File: config.mk
export PLATFORM = sky130hd
export DESIGN_NAME = apb_light_scheduler
export DESIGN_NICKNAME = d
export VERILOG_FILES = /design/src/rtl/apb_light_scheduler.sv
export SDC_FILE = /design/constraint.sdc
export NUM_CORES = 1
export LEC_CHECK = 0
export CAP_MARGIN = 20
export CORE_ASPECT_RATIO = 1.5
export CORE_MARGIN = 5
export CORE_UTILIZATION = 39
export CTS_CLUSTER_DIAMETER = 80
export DETAILED_ROUTE_END_ITERATION = 10
export HOLD_SLACK_MARGIN = 0.1
export PLACE_DENSITY = 0.91
export SETUP_SLACK_MARGIN = 0.2
export SLEW_MARGIN = 20
export SYNTH_ARGS = -nofsm -noshare
export SYNTH_HDL_FRONTEND = slang
export SYNTH_SLANG_ARGS = --single-unit
File: constraint.sdc
create_clock -name PCLK -period 2.7 [get_ports PCLK]
set_clock_uncertainty 0.1 [all_clocks]
set_input_delay 0.54 -clock PCLK [delete_from_list [all_inputs] [get_ports PCLK]]
set_output_delay 0.54 -clock PCLK [all_outputs]
set_load 0.05 [all_outputs]
File: src/rtl/apb_light_scheduler.sv
// APB master that sequences forced-switch writes and periodic state polls
// to the traffic-light slave, reporting the captured state and error status.
module apb_light_scheduler #(
    parameter logic [31:0] CONTROL_REG_ADDR   = 32'h0,
    parameter logic [31:0] CURRENT_STATE_ADDR = 32'h4,
    parameter logic [31:0] CTRL_SWITCH_DATA   = 32'h1,
    parameter int          POLL_PERIOD        = 16,
    parameter int          TIMEOUT            = 8,
    parameter int          STATE_W            = 2
) (
    input  logic               PCLK,
    input  logic               PRESET,
    input  logic               req_switch,
    input  logic               poll_en,
    output logic               PSEL,
    output logic               PENABLE,
    output logic               PWRITE,
    output logic [31:0]        PADDR,
    output logic [31:0]        PWDATA,
    input  logic [31:0]        PRDATA,
    input  logic               PREADY,
    output logic [STATE_W-1:0] light_state,
    output logic               state_valid,
    output logic               busy,
    output logic [15:0]        switch_cnt,
    output logic               err_timeout
);

    localparam int TMR_W = $clog2(POLL_PERIOD);
    localparam int TO_W  = $clog2(TIMEOUT + 1);
    localparam logic [TMR_W-1:0] TMR_RELOAD = TMR_W'(POLL_PERIOD - 1);
    localparam logic [TO_W-1:0]  TO_LAST    = TO_W'(TIMEOUT - 1);

    typedef enum logic [1:0] {IDLE, SETUP, ACCESS} state_e;

    state_e              state_q, state_d;
    logic                pend_switch_q, pend_switch_d;
    logic                pend_poll_q, pend_poll_d;
    logic [TMR_W-1:0]    tmr_q, tmr_d;
    logic [TO_W-1:0]     tmo_q, tmo_d;
    logic                pwrite_q, pwrite_d;
    logic [31:0]         paddr_q, paddr_d;
    logic [31:0]         pwdata_q, pwdata_d;
    logic [STATE_W-1:0]  light_q, light_d;
    logic                valid_q, valid_d;
    logic [15:0]         cnt_q, cnt_d;
    logic                err_q, err_d;

    logic start, sel_write, done, abort, tmr_expire;
    logic unused_prdata;

    // Upper PRDATA bits carry nothing we need.
    assign unused_prdata = ^PRDATA;

    assign start      = (state_q == IDLE) && (pend_switch_q || pend_poll_q);
    assign sel_write  = pend_switch_q;
    assign done       = (state_q == ACCESS) && PREADY;
    assign abort      = (state_q == ACCESS) && !PREADY && (tmo_q == TO_LAST);
    assign tmr_expire = poll_en && (tmr_q == '0);

    always_ff @(posedge PCLK) begin
        if (PRESET) state_q <= IDLE;
        else        state_q <= state_d;
    end

    always_comb begin
        state_d = state_q;
        case (state_q)
            IDLE:    if (start) state_d = SETUP;
            SETUP:   state_d = ACCESS;
            ACCESS:  if (done || abort) state_d = IDLE;
            default: state_d = IDLE;
        endcase
    end

    always_comb begin
        PSEL    = (state_q != IDLE);
        PENABLE = (state_q == ACCESS);
        busy    = (state_q != IDLE);
    end

    // Clearing a flag as its transfer launches takes precedence over a same-edge
    // request; requests landing later in the transfer are retained.
    always_comb begin
        pend_switch_d = pend_switch_q;
        pend_poll_d   = pend_poll_q;
        if (start && sel_write)   pend_switch_d = 1'b0;
        else if (req_switch)      pend_switch_d = 1'b1;
        if (start && !sel_write)                  pend_poll_d = 1'b0;
        else if (tmr_expire || (done && pwrite_q)) pend_poll_d = 1'b1;

        tmr_d = tmr_q - TMR_W'(1);
        if (!poll_en || tmr_q == '0) tmr_d = TMR_RELOAD;

        tmo_d = (state_q == ACCESS) ? tmo_q + TO_W'(1) : '0;

        pwrite_d = pwrite_q;
        paddr_d  = paddr_q;
        pwdata_d = pwdata_q;
        if (start) begin
            pwrite_d = sel_write;
            paddr_d  = sel_write ? CONTROL_REG_ADDR : CURRENT_STATE_ADDR;
            pwdata_d = sel_write ? CTRL_SWITCH_DATA : 32'h0;
        end

        light_d = light_q;
        valid_d = done && !pwrite_q;
        if (done && !pwrite_q) light_d = PRDATA[STATE_W-1:0];
        cnt_d = (done && pwrite_q) ? cnt_q + 16'd1 : cnt_q;
        err_d = err_q | abort;
    end

    always_ff @(posedge PCLK) begin
        if (PRESET) begin
            pend_switch_q <= 1'b0;
            pend_poll_q   <= 1'b0;
            tmr_q         <= TMR_RELOAD;
            tmo_q         <= '0;
            pwrite_q      <= 1'b0;
            paddr_q       <= '0;
            pwdata_q      <= '0;
            light_q       <= '0;
            valid_q       <= 1'b0;
            cnt_q         <= '0;
            err_q         <= 1'b0;
        end else begin
            pend_switch_q <= pend_switch_d;
            pend_poll_q   <= pend_poll_d;
            tmr_q         <= tmr_d;
            tmo_q         <= tmo_d;
            pwrite_q      <= pwrite_d;
            paddr_q       <= paddr_d;
            pwdata_q      <= pwdata_d;
            light_q       <= light_d;
            valid_q       <= valid_d;
            cnt_q         <= cnt_d;
            err_q         <= err_d;
        end
    end

    assign PWRITE      = pwrite_q;
    assign PADDR       = paddr_q;
    assign PWDATA      = pwdata_q;
    assign light_state = light_q;
    assign state_valid = valid_q;
    assign switch_cnt  = cnt_q;
    assign err_timeout = err_q;

endmodule
==> metrics.md <==
| Metric | Value |
|---|---|
| Status | complete, no violations |
| Cell Count, Final, Fillers Out | 322 |
| RSZ-0062 raised after global routing | no |
| Resize count post-CTS | 0 |
| R2r startpoint | switch_cnt[3]$_SDFFE_PP0P_ |
| Worst slew pin tran | 0.528 ns |
| Buf+Inv Stages, Crit Path | 3 |
| Average wire per standard cell | approximately 11 um |
| Max-slew violations | 0 |
| Clock power share | 0.305 |
| Post-synth ARST share | 0 |
| H-tree lvl count | 2 |
| Pre-antenna DRT Iters | 4 |
| Ys Warns | 0 |
| Number of buffers added on ports | 32 |
| Largest area contributor in the netlist | dfxtp_1 |
| P_int | just over 0.0007 W |
| Net Sw Frac | 0.368 |
| Synth area leaders | dfxtp_1 (35%), buf_4 (25%), nor2_1 (3.7%), xor2_1 (3.2%), a21oi_1 (2.3%) |
| Initial DRC Count | 70 |
| Cell variety after synth | 39 |
| Detailed-route via count | 1395 |
| Main flop type after synthesis | dfxtp_1 |
| Delay-heaviest family, CP | buffers and inverters |
| Hold path depth | 1 |
| Critical path capture point type | output pin |
| Final worst-path cycle share | 0.885 |
| Starting density of the core | 0.400 |
| Remaining DRCs | 0 |
| Peak supply drop | approximately 0.34 mV |
| Leak Pwr | 0.903 nW |
| Max-capacitance violation count | 0 |
| Post-route ant nets | 0 |
| Avg Inst Size Synth | between 8 and 9 um2 |
| End point of the critical path | PSEL |
| Placed insts | 315 |
| Endpoints failing hold | 0 |
| CTS max path bufs | 2 |
| Gate power share | 0.241 |
| Worst path cell trace | nor2_1 -> buf_4 -> inv_1 -> clkdlybuf4s50_1 |
| Critical Path RT | 2.06 ns |
| Total track usage | 0.114 |
| First-pass GRT wire length | 5.60 mm |
| Slowest CP cell | clkdlybuf4s50_1 |
| Share of cells above drive strength 1 | 0.0664 |
| NetSw | 0.000418 W |
| CTS tree | yes |
| Post-synth EDFFs | 0 |
| RD Place Congestion | 0.731 |
| F_max | 419 MHz |
| Row cnt | 31 |
| Antenna violations before repair | 0 |
| Crit-path max cell delay | 0.81 ns |
| Crit Path Class | reg2out |
| Core area | about 4800 um2 |
| FF+latch count, synth | 34 |
| CP Launch Point | state_q[1]$_SDFFE_PP0P_ |
| Arr. time, crit path | 1.75 ns |
| Reg2reg setup slack | 1.00 ns |
| Final WL | 3.50 mm |
| Layout net count | 296 |
| Clock sinks | 34 |
| Pre-CTS WS | about 0.35 ns |
| Sequential power share | 0.454 |
| Root Driver | clkbuf_8 |
| Hold_buf cts | 0 |
| Clk_lat worst skew | 0.28 ns |
| CP max FO | 7 |
| Relative slew slack | 0.647 |
| Post-synth top area share | 0.351 |
| Largest net degree at the start of global routing | 32 |
| Die ar. | 6520 um2 |
| Final setup fails | 0 |
| Horiz. Die Dim | just under 70 um |
| P per Cell Area | 528 nW/um2 |
| Die Ht | 96.4 um |
| ANT cells | 0 |
| Global route total overflow | 0 |
| Startpoint class of the critical path | flop |
| Worst r2r path cells | 4 |
| Fillers | 491 |
| CTS buffer count | 5 |
| Worst Hold Class | reg2reg |
| Sequential fraction of the synthesis area | 0.351 |
| Layout area overhead | 11.0% |
| # Post-CTS Setup Buffers | 0 |
| Area occupied by multi-input gates | 940 um2 |
| Hold_ws | 0.300 ns |
| Fin crit period | about 2.4 ns |
| Clock transition at path regs | 0.06 ns |
| CP Depth | 4 |
| # IOs | 125 |
| Area of the mapped netlist | 1940 um2 |
| Post-DP HPWL | about 2.7 mm |
| Vias in the first global route | 1282 |
| FF+latch area | 681 um2 |
| Final worst setup slack | roughly 0.31 ns |
| Cells after synthesis | between 200 and 250 |
| Final setup TNS | 0 ns |
| Worst r2r dst | switch_cnt[15]$_SDFFE_PP0P_ |
| Via density | 4.33 |
-- state kept, by name, indices dropped and copies added (netlist names), 2 cells and up --
signal / cells
switch_cnt: 16
tmr_q: 4
tmo_q: 4
light_state: 2
state_q: 2
-- power by group through the flow --
stage / combinational (W) / clock, W / sequential, W
after CTS: 0.000272 / 0.000360 / 0.000517
after global routing: 0.000286 / 0.000384 / 0.000518
after floorplan: 0.000306 / 0 / 0.000535
after global placement: 0.000270 / 0 / 0.000528
after detailed placement: 0.000271 / 0 / 0.000528
final: 0.000274 / 0.000347 / 0.000517
-- logic make-up (layout without fill, tap and decap cells) --
kind of cell	Yosys count	after routing	synth area share
xor+xnor	12	12	0.0542
mux	3	3	0.0155
buf+inv	77	49	0.283
other cells	1	62	0.00193
simple gates	70	70	0.208
compound gates	23	23	0.0677
flops	34	34	0.351
fa+ha+maj	3	3	0.0193
-- per-stage QoR --
step / util / instance area, um2 / power (W)
floorplan: - / 2170 / 0.000841
global placement: 0.428 / 2080 / 0.000797
detailed placement: 0.428 / 2080 / 0.000799
CTS: 0.444 / 2150 / 0.00115
global route: 0.444 / 2150 / 0.00119
finish: 0.444 / 2150 / 0.00114
-- layer usage --
layer | vias up | global-route usage | wire length, um
met3 | 5 | 0.0394 | 418
met5 | - | 0 | 0
met4 | 0 | 0.0474 | 52
met1 | 619 | 0.121 | 1350
li1 | 688 | - | -
met2 | 83 | 0.199 | 1680
-- cell usage in the layout (no fill, tap or decap), drive strengths merged, types with 5 or more instances in the layout --
master / n
xnor2: 5
clkbuf: 7
nand4: 6
a21oi: 9
dfxtp: 34
conb: 62
xor2: 7
nor2: 19
clkdlybuf4s50: 31
o21ai: 8
inv: 6
nand3: 5
nand2: 9
-- worst min path at each step --
stage	start	end	slack [ns]
4_1_cts	tmr_q[0]$_SDFF_PP1_	tmr_q[0]$_SDFF_PP1_	0.30
6_report	tmr_q[0]$_SDFF_PP1_	tmr_q[0]$_SDFF_PP1_	0.30
2_1_floorplan	tmr_q[0]$_SDFF_PP1_	tmr_q[0]$_SDFF_PP1_	0.27
5_1_grt	tmr_q[0]$_SDFF_PP1_	tmr_q[0]$_SDFF_PP1_	0.32
3_5_place_dp	tmr_q[0]$_SDFF_PP1_	tmr_q[0]$_SDFF_PP1_	0.29
3_3_place_gp	tmr_q[0]$_SDFF_PP1_	tmr_q[0]$_SDFF_PP1_	0.28
-- cells in the mapped netlist, types with 2 or more instances --
cell type   n
clkbuf_1    3
nor3_1      4
nand4_1     6
nand2_1     8
dfxtp_1    34
or3_1       3
and3_1      3
buf_4      65
nor2b_1     2
a21oi_1     9
a211oi_1    4
nor2_1     19
nand4b_1    2
buf_6       2
nor3b_1     3
ha_1        3
xor2_1      7
inv_1       6
nand3b_1    2
o21ai_0     8
and4_1      2
mux2i_1     3
nand3_1     4
xnor2_1     5
and2_1      2
-- final cells by class --
type                            count  area share
Sequential cell                    34       0.316
Inverter                            6      0.0105
Timing Repair Buffer               36       0.164
Clock buffer                        7      0.0354
Tap cell                           66      0.0383
Multi-Input combinational cell    173       0.436
No activity file was read; power rests on OpenSTA's default activity.
